### config.mk
export PLATFORM = sky130hd
export DESIGN_NAME = xor_crc_engine
export DESIGN_NICKNAME = d
export VERILOG_FILES = /design/src/rtl/xor_crc_engine.sv
export SDC_FILE = /design/constraint.sdc
export NUM_CORES = 1
export LEC_CHECK = 0
export BUFFER_PORTS_ARGS = -buffer_cell sky130_fd_sc_hd__buf_2
export CORE_MARGIN = 5
export CORE_UTILIZATION = 37
export CTS_BUF_LIST = sky130_fd_sc_hd__clkbuf_16
export DETAILED_ROUTE_END_ITERATION = 16
export PLACE_DENSITY = 0.68
export SYNTH_ARGS = -nofsm -noshare
export SYNTH_HDL_FRONTEND = slang
export SYNTH_SLANG_ARGS = --single-unit
export TNS_END_PERCENT = 10
### constraint.sdc
create_clock -name clk -period 2 [get_ports clk]
set_input_delay 0.1 -clock clk [delete_from_list [all_inputs] [get_ports clk]]
set_output_delay 0.1 -clock clk [all_outputs]
set_load 0.005 [all_outputs]
### src/rtl/xor_crc_engine.sv
// Framed CRC/LFSR engine: absorbs DATA_W-bit words MSB-first, pulses out_valid with the final CRC.
// Latency 1 cycle after the last accepted word; in_ready drops only for the single DONE cycle.
module xor_crc_engine #(
  parameter int                WIDTH  = 8,
  parameter logic [WIDTH-1:0]  POLY   = 8'h07,
  parameter logic [WIDTH-1:0]  INIT   = 8'h00,
  parameter logic [WIDTH-1:0]  XOROUT = 8'h00,
  parameter int                DATA_W = 8
) (
  input  logic              clk,
  input  logic              rst,
  input  logic              start,
  input  logic              in_valid,
  input  logic [DATA_W-1:0] in_data,
  input  logic              last,
  output logic              in_ready,
  output logic              busy,
  output logic              out_valid,
  output logic [WIDTH-1:0]  crc_out,
  output logic              err
);

  typedef enum logic [1:0] {
    S_IDLE  = 2'd0,
    S_ACCUM = 2'd1,
    S_DONE  = 2'd2
  } state_t;

  state_t             state_q;
  logic [WIDTH-1:0]   crc_q;
  logic [WIDTH-1:0]   crc_out_q;
  logic               in_ready_q;
  logic               busy_q;
  logic               out_valid_q;
  logic               err_q;

  logic               accept;
  logic [WIDTH-1:0]   crc_d;

  function automatic logic [WIDTH-1:0] absorb(input logic [WIDTH-1:0] r_in,
                                              input logic [DATA_W-1:0] d);
    logic [WIDTH-1:0] r;
    logic             fb;
    r = r_in;
    for (int i = DATA_W - 1; i >= 0; i--) begin
      fb = r[WIDTH-1] ^ d[i];
      r  = {r[WIDTH-2:0], 1'b0} ^ (fb ? POLY : '0);
    end
    return r;
  endfunction

  // A start word is absorbed on top of INIT, not on top of the running register.
  always_comb begin
    accept = in_valid && in_ready_q && ((state_q == S_ACCUM) || start);
    crc_d  = absorb(start ? INIT : crc_q, in_data);
  end

  always_ff @(posedge clk) begin
    if (rst) begin
      state_q     <= S_IDLE;
      crc_q       <= INIT;
      crc_out_q   <= '0;
      in_ready_q  <= 1'b1;
      busy_q      <= 1'b0;
      out_valid_q <= 1'b0;
      err_q       <= 1'b0;
    end else begin
      out_valid_q <= 1'b0;
      err_q       <= 1'b0;
      unique case (state_q)
        S_IDLE, S_ACCUM: begin
          if (start) begin
            crc_q <= accept ? crc_d : INIT;
          end else if (accept) begin
            crc_q <= crc_d;
          end
          if (start && (state_q == S_ACCUM)) begin
            err_q <= 1'b1;
          end
          if (accept && last) begin
            state_q     <= S_DONE;
            in_ready_q  <= 1'b0;
            busy_q      <= 1'b0;
            out_valid_q <= 1'b1;
            crc_out_q   <= crc_d ^ XOROUT;
          end else if (start || (state_q == S_ACCUM)) begin
            state_q <= S_ACCUM;
            busy_q  <= 1'b1;
          end
        end
        S_DONE: begin
          state_q    <= S_IDLE;
          in_ready_q <= 1'b1;
        end
        default: begin
          state_q    <= S_IDLE;
          in_ready_q <= 1'b1;
          busy_q     <= 1'b0;
        end
      endcase
    end
  end

  assign in_ready  = in_ready_q;
  assign busy      = busy_q;
  assign out_valid = out_valid_q;
  assign crc_out   = crc_out_q;
  assign err       = err_q;

endmodule

[After elaboration in Yosys (flattened, before gate mapping)]
Index checks and enable logic that the tools add are counted.
Operators by class
  $mul: 0
  add/sub/neg operators: 0
  bitwise logic cells: 18
  shift-type cells: 0
  equality and inequality tests: 3
  reductions and logical operators: 14
  divide/modulo/power cells: 0
  $lt $le $gt $ge: 0
  muxes and demuxes: 19
Operators by type and width (number)
  8-bit by 3-bit XOR with 8-bit output: 8
  8-bit 2-to-1 mux: 4
  3-bit 2-to-1 mux: 8
  1-bit XOR: 8
  2-bit AND reduction: 3
  1-bit logical AND: 4
  1-bit 2-to-1 mux: 4
  2-bit 2-to-1 mux: 2
  2-bit nonzero test: 2
  2-bit OR reduction: 2
  3-bit != test (second input constant): 1
  3-bit OR reduction: 1
  2-bit by 1-bit == test with 1-bit output (second input constant): 1
  2-bit == test (second input constant): 1
  2-bit zero test: 1
  1-bit NOT: 2
  1-bit one-hot mux with 2 select lines: 1
  1-bit logical OR: 1
Word-level totals
  bits in registers: 22
  bits in read-only memories: 0
  input bits: 13
  latch bits: 0
  output and inout bits: 12
  bits in writable memories: 0
  logic and storage cells: 62
  memories: 0

[Longest topological paths before layout]
Gate-level depths: netlist of the first run.
  depth in word-level cells: 27
  depth in mapped cells: 6
  mapped depth without buffers: 5

[Worst setup path before layout of the first run]
No wires, ideal clock.
  kind: flip-flop to flip-flop
  start point: register crc_q[7]
  end point: register crc_q[2]
  slack: 0.260 ns
  data arrival time: 1.665 ns
  period minus slack after synthesis: 1.740 ns
  library setup time: 0.075 ns
  buffers on the path: 0
  data required time: 1.925 ns
  stages on the path, launching flop included: 6
  cell sequence: dfxtp_1 > xnor3_1 > nor2_4 > xnor2_4 > xnor3_1 > o22ai_1
Between the ends
  longest elaborated chain between the ends: 15
Ends and longest elaborated chain
  start, declared: RTL line 30  | logic [WIDTH-1:0] crc_q;
  start signal, assigned: RTL line 73  | crc_q <= accept ? crc_d : INIT;
  start signal, assigned: RTL line 75  | crc_q <= crc_d;
  8-bit 2-to-1 mux (*): RTL line 55  | crc_d = absorb(start ? INIT : crc_q, in_data);
  1-bit XOR (*): RTL line 46  | fb = r[WIDTH-1] ^ d[i];
  3-bit 2-to-1 mux (*): RTL line 47  | r = {r[WIDTH-2:0], 1'b0} ^ (fb ? POLY : '0);
  8-bit by 3-bit XOR with 8-bit output (*) (6 in series): RTL line 47
  1-bit XOR or 8-bit by 3-bit XOR with 8-bit output (tied branches): RTL line 46, 47
  3-bit 2-to-1 mux or 1-bit XOR (tied branches): RTL line 47, 46
  8-bit by 3-bit XOR with 8-bit output (*) (2 in series): RTL line 47
  8-bit 2-to-1 mux (on tied branches): RTL line 74, 73
  8-bit 2-to-1 mux (*): RTL line 72  | if (start) begin
Every way passes the cells marked *; elsewhere a longest branch is shown, timed or not. The select of a mux whose other input is x is not followed.
A chain may end at the register's enable or synchronous reset.

[Worst setup path in the final report of the first run]
Ends and elaborated chain as after synthesis.

==> metrics.log, run 1 <==
INFO  metric synth.area.mux_share = less than 1%
INFO  metric power_frac_seq = 39.6%
INFO  metric avgSynthCellArea = just over 9 um^2
INFO  metric detail_route.drc_violations = 0
INFO  metric netlist_area = 1230 um^2
INFO  metric power.leakage = ~0.00062 uW
INFO  metric grt_pass1_vias = 1,006
INFO  metric timing.hold.worst.class = input port to register
INFO  metric dr_total_vias = approximately 1,000
INFO  metric finalHoldWorstSlack = between 200 and 250 ps
INFO  metric dr_wl_met2 = about 1.2 mm
INFO  metric dr_wl_met3 = around 160 um
INFO  metric timing.final.max_slew_violations = 0
INFO  metric synth_warnings = 0
INFO  metric final_hold_viol_count = 0
INFO  metric timing.max_slew.rel_slack = 71.0%
INFO  metric post_cts_hold_buffer_count = 0
INFO  metric drtAntennaViolNets = 0
INFO  metric wire_per_inst = roughly 13 um
INFO  metric final_sum_of_negative_setup_slack = 0 ps
INFO  metric detail_route.iter0.violations = 37
INFO  metric layout_area_growth_over_synthesis = 20.1%
INFO  metric vdd_ir_max = 0.376 mV
INFO  metric std_cell_rows = 21
INFO  metric post_synth_fa_ha_maj_area_fraction = 0%
INFO  metric cts.root.buffer_cell = sky130_fd_sc_hd__clkbuf_16
INFO  metric postSynthRegisterBits = 22
INFO  metric cts.repair.resized = 0
INFO  metric synth_top_family_by_area = XOR/XNOR gates
INFO  metric result_of_the_run = finished clean
INFO  metric power = between 1000 and 1500 uW
INFO  metric clock_insertion_delay_worst_skew = 250 ps
INFO  metric finalWirelength = about 2.6 mm
INFO  metric async_reset_ff_share = 0%
INFO  metric initial_antenna_violation_count = 0
INFO  metric dr.max_layer_used = met4
INFO  metric final-setup-viol-count = 0
INFO  metric die_area = between 4000 and 5000 um^2
INFO  metric initial_core_util = 37.5%
INFO  metric grt_usage = approximately an eighth
INFO  metric worst-r2r-cell-count = 5
INFO  metric cap_viol_max_count = 0
INFO  metric grt_overflow = 0
INFO  metric core-area = approximately 3300 um^2
INFO  metric drt_pass1_iterations = 6
INFO  metric pin_count_of_the_biggest_net_entering_global_routing = 28
INFO  metric place_congestion = approximately 0.76
INFO  metric p_per_area = 857 nW/um^2
INFO  metric hold_path_depth = 4
INFO  metric cts_buffers = 3
INFO  metric chipWidth = about 68 um
INFO  metric m1WireLength = roughly 1.2 mm
INFO  metric wire_length_of_the_first_global_routing_pass = approximately 4.4 mm
INFO  metric synth_edf_count = 0
INFO  metric drive_above_1_share = between 20% and 30%
INFO  metric worstSetupStartpointType = register
INFO  metric yosys.area_share.simple = between 20% and 30%
INFO  metric die_h = approximately 68 um
INFO  metric r2r_slack = 130 ps
INFO  metric clkSinkCount = 22
INFO  metric worst-endpoint-arrival = roughly 2000 ps
INFO  metric clock_path_buffers = 2
INFO  metric nNetsFinal = approximately 170
INFO  metric netSwitchingPower = roughly 350 uW
INFO  metric hpwl = 1.98 mm
INFO  metric fmax = 0.534 GHz
INFO  metric synth_flop_cell = sky130_fd_sc_hd__dfxtp_1
INFO  metric cellInternalPower = just over 900 uW
INFO  metric netlist_instances = 133
INFO  metric ys_types = 34
INFO  metric max_slew.worst_pin.slew = approximately 440 ps
INFO  metric critPathKind = register to register
INFO  metric cp_data_required_time = between 2000 and 2500 ps
INFO  metric combinationalPowerShare = 27.5%
INFO  metric detail_route.vias_per_cell = between 5 and 6
INFO  metric sw_frac_of_total = between 20% and 30%
INFO  metric htree_levels = 1
INFO  metric post-cts-setup-buffer-count = 0
INFO  metric io_buffers = 24
INFO  metric synth_seq_area_share = between 30% and 40%
INFO  metric critical_path.max_fanout = 7
INFO  metric end_kind = register
INFO  metric antennaDiodeCount = 0
INFO  metric path_clk_slew = 60 ps
INFO  metric layout_utilization = between 40 and 50%
INFO  metric unrepaired_setup_endpoints_after_global_routing = no
INFO  metric post_route_clock_period_utilization = between 90% and 100%
INFO  metric synth-compound-area-share = between 10 and 15%
INFO  metric floorplan.io_pins = 25
INFO  metric mappedNetlistNets = around 150
INFO  metric clkPwrFrac = around a third
INFO  metric fin_crit = 1870 ps
INFO  metric cts_tree = yes
INFO  metric synthXorXnorAreaFrac = about a quarter
INFO  metric clock-skew-final = ~1.9 ps
synthesized netlist by cell type, drive strengths merged, types with 2 or more instances:
master,count,area [um^2]
a2111oi,2,17.5
a21oi,7,35.0
a22oi,5,37.5
clkbuf,5,18.8
dfxtp,22,440
nand2,14,52.6
nand2b,5,31.3
nand3,6,30.0
nand3b,4,30.0
nor2,15,63.8
nor3,3,15.0
nor3b,2,15.0
o21ai,5,25.0
xnor2,14,149
xnor3,6,135
xor2,4,35.0
critical path: stages (launching register included):
cell and delay (ps):
sky130_fd_sc_hd__dfxtp_1 430, sky130_fd_sc_hd__xnor3_1 470, sky130_fd_sc_hd__nor2_4 150, sky130_fd_sc_hd__xnor2_4 180, sky130_fd_sc_hd__xnor3_1 450, sky130_fd_sc_hd__o22ai_1 120
path summary, 6_finish.rpt:
kind	startpoint	endpoint
hold / removal	last	state_q[0]
hold reg to reg	crc_out[5]	crc_out[5]
setup / recovery	crc_q[7]	crc_q[2]
setup reg to reg	crc_q[7]	crc_q[2]
cell type report:
| class | count | area (um^2) |
|---|---|---|
| clock inverters | 1 | 3.75 |
| multi-input cells | 104 | 764 |
| fillers | 336 | 1800 |
| well taps | 46 | 57.6 |
| clock buffers | 3 | 75.1 |
| repair buffers | 26 | 135 |
| inverters | 1 | 3.75 |
| flip-flops and latches | 22 | 440 |
power by group through the flow:
stage / Combinational (uW) / Sequential, uW / Clock (uW)
after detailed placement: 348 / 512 / 0
after CTS: 351 / 503 / 427
after floorplan: 268 / 509 / 0
after global routing: 382 / 507 / 446
after global placement: 343 / 510 / 0
final: 348 / 503 / 417
routing by layer:
layer	track usage, %	vias up
met5	0	-
met4	8.35	0
met3	1.33	5
met2	19.9	32
met1	16.2	476
li1	-	512
sequential cells by signal, summed over array words and instances (netlist names):
register and flops:
crc_q 8, crc_out 8, out_valid 1, state_q 2, in_ready 1, err 1, busy 1
kinds of logic after synthesis:
| kind of cell | after synthesis |
|---|---|
| AOI/OAI and AO/OA | 26 |
| xor gates and xnor gates | 24 |
| and+or+nand+nor | 53 |
| muxes | 1 |
| buffers and inverters | 7 |
| DFF | 22 |
layout by cell type, fill, tap and decap left out, types with 2 or more instances in the layout:
| master | netlist | layout |
|---|---|---|
| sky130_fd_sc_hd__nand2_1 | 14 | 14 |
| sky130_fd_sc_hd__nor3b_1 | 2 | 2 |
| sky130_fd_sc_hd__buf_4 | 0 | 2 |
| sky130_fd_sc_hd__o21ai_0 | 2 | 2 |
| sky130_fd_sc_hd__nand2b_1 | 5 | 5 |
| sky130_fd_sc_hd__o21ai_1 | 3 | 3 |
| sky130_fd_sc_hd__nand3_1 | 6 | 6 |
| sky130_fd_sc_hd__xor2_1 | 4 | 4 |
| sky130_fd_sc_hd__nor2_1 | 14 | 14 |
| sky130_fd_sc_hd__a21oi_1 | 7 | 7 |
| sky130_fd_sc_hd__a2111oi_0 | 2 | 2 |
| sky130_fd_sc_hd__xnor3_1 | 6 | 6 |
| sky130_fd_sc_hd__dfxtp_1 | 22 | 22 |
| sky130_fd_sc_hd__nor3_1 | 3 | 3 |
| sky130_fd_sc_hd__a22oi_1 | 5 | 5 |
| sky130_fd_sc_hd__clkbuf_16 | 0 | 3 |
| sky130_fd_sc_hd__nand3b_1 | 4 | 4 |
| sky130_fd_sc_hd__buf_2 | 1 | 24 |
| sky130_fd_sc_hd__xnor2_1 | 12 | 12 |
stage by stage:
step / setup WS (ps) / instances / cell area [um^2]
final: 128 / 203 / 1480
after global routing: 42.1 / 203 / 1480
after CTS: 106 / 203 / 1480
after detailed placement: 127 / 199 / 1400
after global placement: 214 / 199 / 1400
after floorplan: 260 / 133 / 1230
No activity file was read; power rests on OpenSTA's default activity.
==> inputs of run 2 (changes only) <==
--- a/config.mk
+++ b/config.mk
@@ -10,6 +10,7 @@
 export CORE_UTILIZATION = 37
 export CTS_BUF_LIST = sky130_fd_sc_hd__clkbuf_16
 export DETAILED_ROUTE_END_ITERATION = 16
+export MAX_ROUTING_LAYER = met4
 export PLACE_DENSITY = 0.68
 export SYNTH_ARGS = -nofsm -noshare
 export SYNTH_HDL_FRONTEND = slang
==> constraint.sdc (replaced) <==
create_clock -name clk -period 2 [get_ports clk]
set_input_delay 0.1 -clock clk [delete_from_list [all_inputs] [get_ports clk]]
set_output_delay 0.1 -clock clk [all_outputs]
set_load 0.01 [all_outputs]
==> run 2 against run 1 <==
Effect of this change:
- sequential cell count unchanged
- register-to-register slack about the same
- clock skew about the same
- worst hold slack about the same
- cell area unchanged
- first-iteration DRC count unchanged
- cell count unchanged
- sequential power about the same
- largest cell class unchanged
- largest power group unchanged
- highest routed layer unchanged
==> metrics.log, run 2 (same netlist as run 1, synthesis figures left out) <==
INFO  metric pin_count_of_the_biggest_net_entering_global_routing = 28 (unchanged)
INFO  metric postPlaceCellArea = 1400 um^2 (unchanged)
INFO  metric fmax = 0.534 GHz (about the same)
INFO  metric die_h = 67.7 um (unchanged)
INFO  metric clkSinkCount = 22 (unchanged)
INFO  metric final_hold_viol_count = 0 (unchanged)
INFO  metric dr_total_vias = 1,025 (unchanged)
INFO  metric final.setup.worst_slack = 129 ps (was 128 ps)
INFO  metric drt_pass1_iterations = 6 (unchanged)
INFO  metric vdd_ir_max = 0.376 mV (about the same)
INFO  metric chipWidth = 67.7 um (unchanged)
INFO  metric htree_levels = 1 (unchanged)
INFO  metric p_per_area = 861 nW/um^2 (was 857 nW/um^2)
INFO  metric timing.hold.worst.class = input port to register (unchanged)
INFO  metric design_area = 1480 um^2 (unchanged)
INFO  metric grt_overflow = 0 (unchanged)
INFO  metric post_cts_hold_buffer_count = 0 (unchanged)
INFO  metric cap_viol_max_count = 0 (unchanged)
INFO  metric timing.final.max_slew_violations = 0 (unchanged)
INFO  metric layout_area_growth_over_synthesis = 20.1% (unchanged)
INFO  metric combined_area_of_the_multi_input_logic_cells = 764 um^2 (unchanged)
INFO  metric clock_insertion_delay_worst_skew = 250 ps (about the same)
INFO  metric nNetsFinal = 171 (unchanged)
INFO  metric timing.max_slew.rel_slack = 71.0% (unchanged)
INFO  metric grt_pass1_vias = 1,004 (was 1,006)
INFO  metric initial_core_util = 37.5% (unchanged)
INFO  metric max_slew.worst_pin.slew = 435 ps (unchanged)
INFO  metric detail_route.vias_per_cell = 5.05 (unchanged)
INFO  metric final_sum_of_negative_setup_slack = 0 ps (unchanged)
INFO  metric core-area = 3280 um^2 (unchanged)
INFO  metric worst-endpoint-arrival = 2050 ps (about the same)
INFO  metric die_area = 4590 um^2 (unchanged)
INFO  metric path_clk_slew = 60 ps (about the same)
INFO  metric post_route_clock_period_utilization = 93.6% (about the same)
INFO  metric critical_path.max_fanout = 7 (unchanged)
INFO  metric antennaDiodeCount = 0 (unchanged)
INFO  metric power = 1270 uW (about the same)
INFO  metric cp_data_required_time = 2180 ps (about the same)
INFO  metric cts_buffers = 3 (unchanged)
INFO  metric final-setup-viol-count = 0 (unchanged)
INFO  metric layout_common_cells = sky130_fd_sc_hd__buf_2 (24), sky130_fd_sc_hd__dfxtp_1 (22), sky130_fd_sc_hd__nand2_1 (14), sky130_fd_sc_hd__nor2_1 (14), sky130_fd_sc_hd__xnor2_1 (12) (unchanged)
INFO  metric cts.repair.resized = 0 (unchanged)
INFO  metric initial_antenna_violation_count = 0 (unchanged)
INFO  metric drtAntennaViolNets = 0 (unchanged)
INFO  metric layout_utilization = 45.1% (unchanged)
INFO  metric finalWirelength = 2.57 mm (about the same)
INFO  metric storage_cell_area = 440 um^2 (unchanged)
INFO  metric wire_per_inst = 12.7 um (about the same)
INFO  metric clock_path_buffers = 2 (unchanged)
INFO  metric wire_length_of_the_first_global_routing_pass = 4.37 mm (unchanged)
INFO  metric place_congestion = 0.773 (was 0.763)
INFO  metric layout_commonest_cell = sky130_fd_sc_hd__buf_2 (unchanged)
INFO  metric critPathKind = register to register (unchanged)
INFO  metric io_buffers = 24 (unchanged)
INFO  metric post-cts-setup-buffer-count = 0 (unchanged)
INFO  metric power.leakage = 0.000619 uW (unchanged)
INFO  metric hpwl = 1.98 mm (unchanged)
INFO  metric cts.root.buffer_cell = sky130_fd_sc_hd__clkbuf_16 (unchanged)
INFO  metric clock-skew-final = 1.58 ps (was 1.92 ps)
INFO  metric cts_tree = yes (unchanged)
INFO  metric floorplan.io_pins = 25 (unchanged)
INFO  metric fin_crit = 1870 ps (about the same)
INFO  metric place_worst_setup_slack = 127 ps (unchanged)
INFO  metric result_of_the_run = finished clean (unchanged)
INFO  metric std_cell_rows = 21 (unchanged)
INFO  metric worstSetupStartpointType = register (unchanged)
INFO  metric unrepaired_setup_endpoints_after_global_routing = no (unchanged)
INFO  metric fillers = 336 (unchanged)
INFO  metric end_kind = register (unchanged)
INFO  metric grt_usage = 13.0% (was 12.7%)
INFO  metric detail_route.iter0.violations = 37 (unchanged)
INFO  metric drive_above_1_share = 21.0% (unchanged)
INFO  metric detail_route.drc_violations = 0 (unchanged)
run 2: cell counts in the layout (fill, tap and decap cells not counted):
Identical to the previous run, type by type.
run 2: metrics by stage:
| step | std cells | hold WS [ps] |
|---|---|---|
| floorplan | 133 | 337 |
| global placement | 199 | 446 |
| detailed placement | 199 | 449 |
| CTS | 203 | 216 |
| global route | 203 | 260 |
| finish | 203 | 213 |
run 2: path summary, 6_finish.rpt:
path / depth (start not counted) / start / slack, ps / end
setup reg to reg: 5 / crc_q[7] / 130 / crc_q[2]
setup / recovery: 5 / crc_q[7] / 130 / crc_q[2]
hold reg to reg: 2 / crc_out[5] / 460 / crc_out[5]
hold / removal: 4 / last / 210 / state_q[0]
run 2: routing by layer:
layer	vias to the layer above	GRT usage (%)	share of wire [%]
met3	5	1.16	6.1
met5	-	-	0
li1	512	-	-
met4	0	8.35	2.4
met1	476	16.3	45
met2	32	19.9	46
run 2: area by class of cell:
class                      instances  area share (%)
clock inverter                     1           0.254
inverter                           1           0.254
clock buffer                       3            5.07
timing repair buffer              26            9.13
sequential                        22            29.8
multi-input combinational        104            51.6
tap                               46            3.89
run 2: power by group:
| part | leakage, uW | internal, uW | switching (uW) | total, uW |
|---|---|---|---|---|
| combinational | 0.000401 | 182 | 173 | 355 |
| clock | 0.0000385 | 266 | 150 | 417 |
| sequential | 0.000180 | 474 | 29.0 | 503 |
run 2: worst max-delay path, cell delays in order (launching register included):
cell                      delay [ps]
sky130_fd_sc_hd__dfxtp_1         430
sky130_fd_sc_hd__xnor3_1         470
sky130_fd_sc_hd__nor2_4          150
sky130_fd_sc_hd__xnor2_4         180
sky130_fd_sc_hd__xnor3_1         450
sky130_fd_sc_hd__o22ai_1         120
